<file path="src/rtl/mem_sort_ctrl.sv">
// In-place bubble sort controller for a dual-port memory with combinational reads
// and synchronous writes; sorts words 0..highest_add on a start pulse.
module mem_sort_ctrl #(
    parameter int ADDR_W  = 8,
    parameter int DATA_W  = 16,
    parameter int SIGNED  = 0,
    parameter int DESCEND = 0
) (
    input  logic              sys_clk,
    input  logic              sys_rst,
    input  logic              start,
    input  logic [ADDR_W-1:0] highest_add,
    input  logic [DATA_W-1:0] spo,
    input  logic [DATA_W-1:0] dpo,
    output logic [ADDR_W-1:0] add_1,
    output logic [DATA_W-1:0] data_1,
    output logic              we_1,
    output logic [ADDR_W-1:0] radd_2,
    output logic              busy,
    output logic              done,
    output logic [15:0]       swap_cnt,
    output logic [ADDR_W-1:0] pass_cnt
);

    typedef enum logic [2:0] {IDLE, CMP, WR_LO, WR_HI, PASS, DONE} state_t;

    localparam logic [ADDR_W-1:0] ONE = ADDR_W'(1);
    localparam logic [ADDR_W-1:0] TWO = ADDR_W'(2);

    state_t            state, state_nxt;
    logic [ADDR_W-1:0] last, last_nxt;
    logic [ADDR_W-1:0] idx, idx_nxt;
    logic              swapped, swapped_nxt;
    logic [DATA_W-1:0] a;
    logic [ADDR_W-1:0] add_1_nxt, radd_2_nxt, pass_nxt;
    logic [DATA_W-1:0] data_nxt;
    logic              we_nxt, busy_nxt, done_nxt;
    logic [15:0]       swap_nxt;
    logic              end_of_pass;

    // Sign-extend (or zero-extend) one bit so a single signed compare covers both modes.
    function automatic logic out_of_order(input logic [DATA_W-1:0] x, input logic [DATA_W-1:0] y);
        logic signed [DATA_W:0] xs, ys;
        xs = {(SIGNED != 0) & x[DATA_W-1], x};
        ys = {(SIGNED != 0) & y[DATA_W-1], y};
        return (DESCEND != 0) ? (xs < ys) : (xs > ys);
    endfunction

    function automatic logic [15:0] sat_inc(input logic [15:0] v);
        return (&v) ? v : v + 16'd1;
    endfunction

    assign end_of_pass = (idx == last - ONE);
    assign busy_nxt    = (state_nxt != IDLE);
    assign done_nxt    = (state_nxt == DONE);

    always_comb begin
        state_nxt   = state;
        last_nxt    = last;
        idx_nxt     = idx;
        swapped_nxt = swapped;
        add_1_nxt   = add_1;
        radd_2_nxt  = radd_2;
        data_nxt    = data_1;
        we_nxt      = 1'b0;
        swap_nxt    = swap_cnt;
        pass_nxt    = pass_cnt;
        // Address outputs are registered, so they are set up on the edge entering CMP.
        case (state)
            IDLE: begin
                if (start) begin
                    last_nxt    = highest_add;
                    swap_nxt    = 16'd0;
                    pass_nxt    = '0;
                    idx_nxt     = '0;
                    swapped_nxt = 1'b0;
                    if (highest_add == '0) begin
                        state_nxt = DONE;
                    end else begin
                        state_nxt  = CMP;
                        add_1_nxt  = '0;
                        radd_2_nxt = ONE;
                    end
                end
            end
            CMP: begin
                if (out_of_order(spo, dpo)) begin
                    state_nxt = WR_LO;
                    add_1_nxt = idx;
                    data_nxt  = dpo;
                    we_nxt    = 1'b1;
                end else if (end_of_pass) begin
                    state_nxt = PASS;
                end else begin
                    idx_nxt    = idx + ONE;
                    add_1_nxt  = idx + ONE;
                    radd_2_nxt = idx + TWO;
                end
            end
            WR_LO: begin
                state_nxt = WR_HI;
                add_1_nxt = idx + ONE;
                data_nxt  = a;
                we_nxt    = 1'b1;
            end
            WR_HI: begin
                swapped_nxt = 1'b1;
                swap_nxt    = sat_inc(swap_cnt);
                if (end_of_pass) begin
                    state_nxt = PASS;
                end else begin
                    state_nxt  = CMP;
                    idx_nxt    = idx + ONE;
                    add_1_nxt  = idx + ONE;
                    radd_2_nxt = idx + TWO;
                end
            end
            PASS: begin
                pass_nxt = pass_cnt + ONE;
                if (!swapped || last == ONE) begin
                    state_nxt = DONE;
                end else begin
                    state_nxt   = CMP;
                    last_nxt    = last - ONE;
                    idx_nxt     = '0;
                    swapped_nxt = 1'b0;
                    add_1_nxt   = '0;
                    radd_2_nxt  = ONE;
                end
            end
            DONE:    state_nxt = IDLE;
            default: state_nxt = IDLE;
        endcase
    end

    always_ff @(posedge sys_clk or posedge sys_rst) begin
        if (sys_rst) begin
            state    <= IDLE;
            last     <= '0;
            idx      <= '0;
            swapped  <= 1'b0;
            add_1    <= '0;
            radd_2   <= '0;
            data_1   <= '0;
            we_1     <= 1'b0;
            busy     <= 1'b0;
            done     <= 1'b0;
            swap_cnt <= 16'd0;
            pass_cnt <= '0;
        end else begin
            state    <= state_nxt;
            last     <= last_nxt;
            idx      <= idx_nxt;
            swapped  <= swapped_nxt;
            add_1    <= add_1_nxt;
            radd_2   <= radd_2_nxt;
            data_1   <= data_nxt;
            we_1     <= we_nxt;
            busy     <= busy_nxt;
            done     <= done_nxt;
            swap_cnt <= swap_nxt;
            pass_cnt <= pass_nxt;
        end
    end

    // The lower word is held for the second half of a swap.
    always_ff @(posedge sys_clk) begin
        if (state == CMP) a <= spo;
    end

endmodule
</file>
<file path="config.mk">
export PLATFORM = sky130hd
export DESIGN_NAME = mem_sort_ctrl
export DESIGN_NICKNAME = d
export VERILOG_FILES = /design/src/rtl/mem_sort_ctrl.sv
export SDC_FILE = /design/constraint.sdc
export NUM_CORES = 1
export LEC_CHECK = 0
export ABC_CLOCK_PERIOD_IN_PS = 4300
export BUFFER_PORTS_ARGS = -buffer_cell sky130_fd_sc_hd__buf_2
export CAP_MARGIN = 40
export CORE_UTILIZATION = 53
export CTS_BUF_LIST = sky130_fd_sc_hd__clkbuf_8
export DETAILED_ROUTE_END_ITERATION = 6
export GPL_TIMING_DRIVEN = 0
export PLACE_DENSITY = 0.89
export SLEW_MARGIN = 20
export SYNTH_ARGS = -nofsm -noshare
export SYNTH_HDL_FRONTEND = slang
export SYNTH_SLANG_ARGS = --single-unit
</file>
<file path="constraint.sdc">
create_clock -name sys_clk -period 4.3 [get_ports sys_clk]
set_input_delay 0.645 -clock sys_clk [delete_from_list [all_inputs] [get_ports sys_clk]]
set_output_delay 0.645 -clock sys_clk [all_outputs]
set_load 0.1 [all_outputs]
</file>
==> run summary <==
#FFs+latches synth: 95
Max VDD drop: 0.548 mV
chip height: 100 um
Starting Density: 55.0%
share of flip-flops with an asynchronous set or reset: 83.2%
clk root buf: clkbuf_8
fmax: 323 MHz
die area: 10100 um2
syn nets: 596
num rows: 35
Post-Syn Area: 5130 um2
Syn-to-layout area delta: 17.4%
Port Buffers: 101
fin crit period: 3090 ps
Yosys Warn Count: 0
Post-Route WL: 13000 um
CTS Hold Buffers Added: 0
Setup CP Type: flip-flop to flip-flop
# clock sinks: 95
TritonRoute pass-1 iters: 5
vias: 4543
clk_lat worst skew: 380 ps
num ports: 102
post-synthesis cell count: 531
n_diodes: 0
Antenna Nets Post-Route: 0
vias in the first global route: 4676
Main synth FF type: dfrtp_1
CTS H-tree lvls: 3
routability congestion estimate: 0.859
global routing's busiest layer: met2
RSZ-0062 raised after global routing: false
MaxCap Viol Count: 0
first-pass GRT wire length: 21500 um
Longest Clk Path Bufs: 2
worst min path class: input pin to async pin
Final Skew: 12.2 ps
static leakage: 2.88 nW
core area: 9330 um2
crit end category: flip-flop
Synth cell types: 62
WP data required: 4590 ps
Power Total: 4.28 mW
Setup TNS: 0 ps
Post-CTS Setup Bufs: 0
layout net count: 710
GR Util All Layers: 27.4%
DR DRC count: 0
Die W: 100 um
GR met3 Demand/Resource: 6.62%
Via-to-Cell Ratio: 5.83
final core occ: 64.5%
Avg Inst Size Synth: 9.66 um2
CP Launch Type: flip-flop
register area share after synthesis: 47.9%
Post-synth EDFFs: 16
total CTS buffers: 9
final hold viol count: 0
1st-iter DRT viols: 314
# setup viols final: 0
CTS tree: done
pins over their slew limit: 0
met1 Track Usage GR: 33.4%
Routed WL per cell: 16.7 um
GRT overflow: 0
data arrival time of the worst path: 3380 ps
PostCTS Resize Cnt: 0
CTS clk-pin slew, worst paths: 100 ps
DP HPWL: 9560 um
outcome: completed
share of layout cells above drive strength 1: 21.8%
Max-slew headroom: 44.4%
power per cell area: 711 nW/um2
largest net degree at the start of global routing: 53
worst-path fanout max: 9
Worst Tran Pin Value: 813 ps
initial antenna violation count: 0
M2 GR Usage: 45.9%
fin crit share: 71.9%
## critical path: stages (launching register included)
cell	delay, ps
dfrtp_1	440
inv_1	130
ha_1	270
or3b_4	450
and2_2	210
o31ai_1	340
nor2_1	140
a31oi_2	410
nand2_1	340
o211ai_1	260
## per-layer routing
metal	up-vias	part of all wire [%]	wire (um)
li1	2100	-	-
met1	2181	41	5310
met2	213	48	6310
met3	49	7.6	996
met4	0	3.2	420
met5	-	0	0
## sequential cells by signal (all words and copies together), names as in the netlist
| signal | cells |
|---|---|
| a | 16 |
| add_1 | 8 |
| busy | 1 |
| data_1 | 16 |
| done | 1 |
| idx | 8 |
| last | 8 |
| pass_cnt | 8 |
| radd_2 | 8 |
| state | 3 |
| swap_cnt | 16 |
| swapped | 1 |
| we_1 | 1 |
## worst paths after layout
check                      startpoint  depth (start not counted)   endpoint  slack [ps]
hold / removal                sys_rst                          2       we_1         240
hold reg to reg                  a[0]                          2  data_1[0]         470
setup reg to reg              last[0]                          9   add_1[3]        1210
min in group sys_clk           spo[9]                          1       a[9]         450
max in group asynchronous     sys_rst                          3   add_1[2]        3470
setup / recovery              last[0]                          9   add_1[3]        1210
## cell usage in the layout (no fill, tap or decap), drive strengths merged, types with 2 or more instances in the layout
master	instances
and3	7
o31a	3
and4	4
nor2	66
nor4	5
o31ai	4
edfxtp	16
a22o	2
or2	2
a31oi	2
xnor2	22
nand2	52
o2bb2ai	3
and2	5
nor2b	3
xor2	18
nor3b	3
nand4	8
o22ai	15
a22oi	2
inv	37
clkbuf	32
buf	108
a222oi	2
a21o	2
a2bb2oi	4
o21ai	27
a21oi	20
dfrtp	79
clkinvlp	2
nor3	10
a221o	9
mux2i	4
o211ai	5
ha	22
nand3	30
## area by class of cell
| type | instances | area [um2] |
|---|---|---|
| flip-flops and latches | 95 | 2460 |
| inverters | 33 | 126 |
| repair buffers | 103 | 544 |
| multi-input cells | 375 | 2410 |
| well taps | 129 | 161 |
| clock buffers | 9 | 124 |
| plain buffers | 28 | 141 |
| clock inverters | 7 | 56.3 |
| fillers | 749 | 3310 |
## through the flow
stage               hold slack, ps  cells  cell area [um2]  setup WS (ps)
global route                   269    779             6020            952
global placement               437    761             5790            740
CTS                            253    778             6010           1270
finish                         237    779             6020           1210
detailed placement             453    762             5830            984
floorplan                      426    531             5130           1530
## power by group
part           internal, mW  leakage (nW)  total, mW  switching, mW
Combinational         0.575          1.61       2.36           1.79
Sequential             1.19          1.18       1.36          0.176
Clock                 0.217        0.0896      0.559          0.342
## cells by family (layout without fill, tap and decap cells)
kind of cell | Yosys count | in the layout | share of synthesized area [%]
buffers and inverters | 61 | 180 | 5.17
multiplexers | 5 | 5 | 1.00
XOR/XNOR | 40 | 40 | 6.83
AND/OR/NAND/NOR | 201 | 201 | 19.2
AO/OA/AOI/OAI | 107 | 107 | 14.5
adder cells (fa/ha/maj) | 22 | 22 | 5.37
flip-flops | 95 | 95 | 47.9
## synthesized netlist by cell type, drive strengths merged, types with 3 or more instances
cell type	n	share of area, %
and2	5	0.63
o22ai	15	1.8
nor3b	3	0.54
o21ai	27	2.6
a21oi	20	2.0
o31a	3	0.54
mux2i	4	0.78
inv	33	2.4
o2bb2ai	3	0.51
dfrtp	79	39
xnor2	22	3.8
edfxtp	16	9.4
a221o	9	1.8
o31ai	4	0.59
buf	5	0.85
nand3	30	2.9
nor2	66	4.9
nor4	5	0.90
and3	7	0.85
xor2	18	3.1
clkbuf	23	1.9
and4	4	0.68
a2bb2oi	4	0.68
nand2	52	3.8
nand4	8	0.98
ha	22	5.4
o211ai	5	1.0
nor2b	3	0.37
nor3	10	1.2
(Power assumes the default switching activity.)
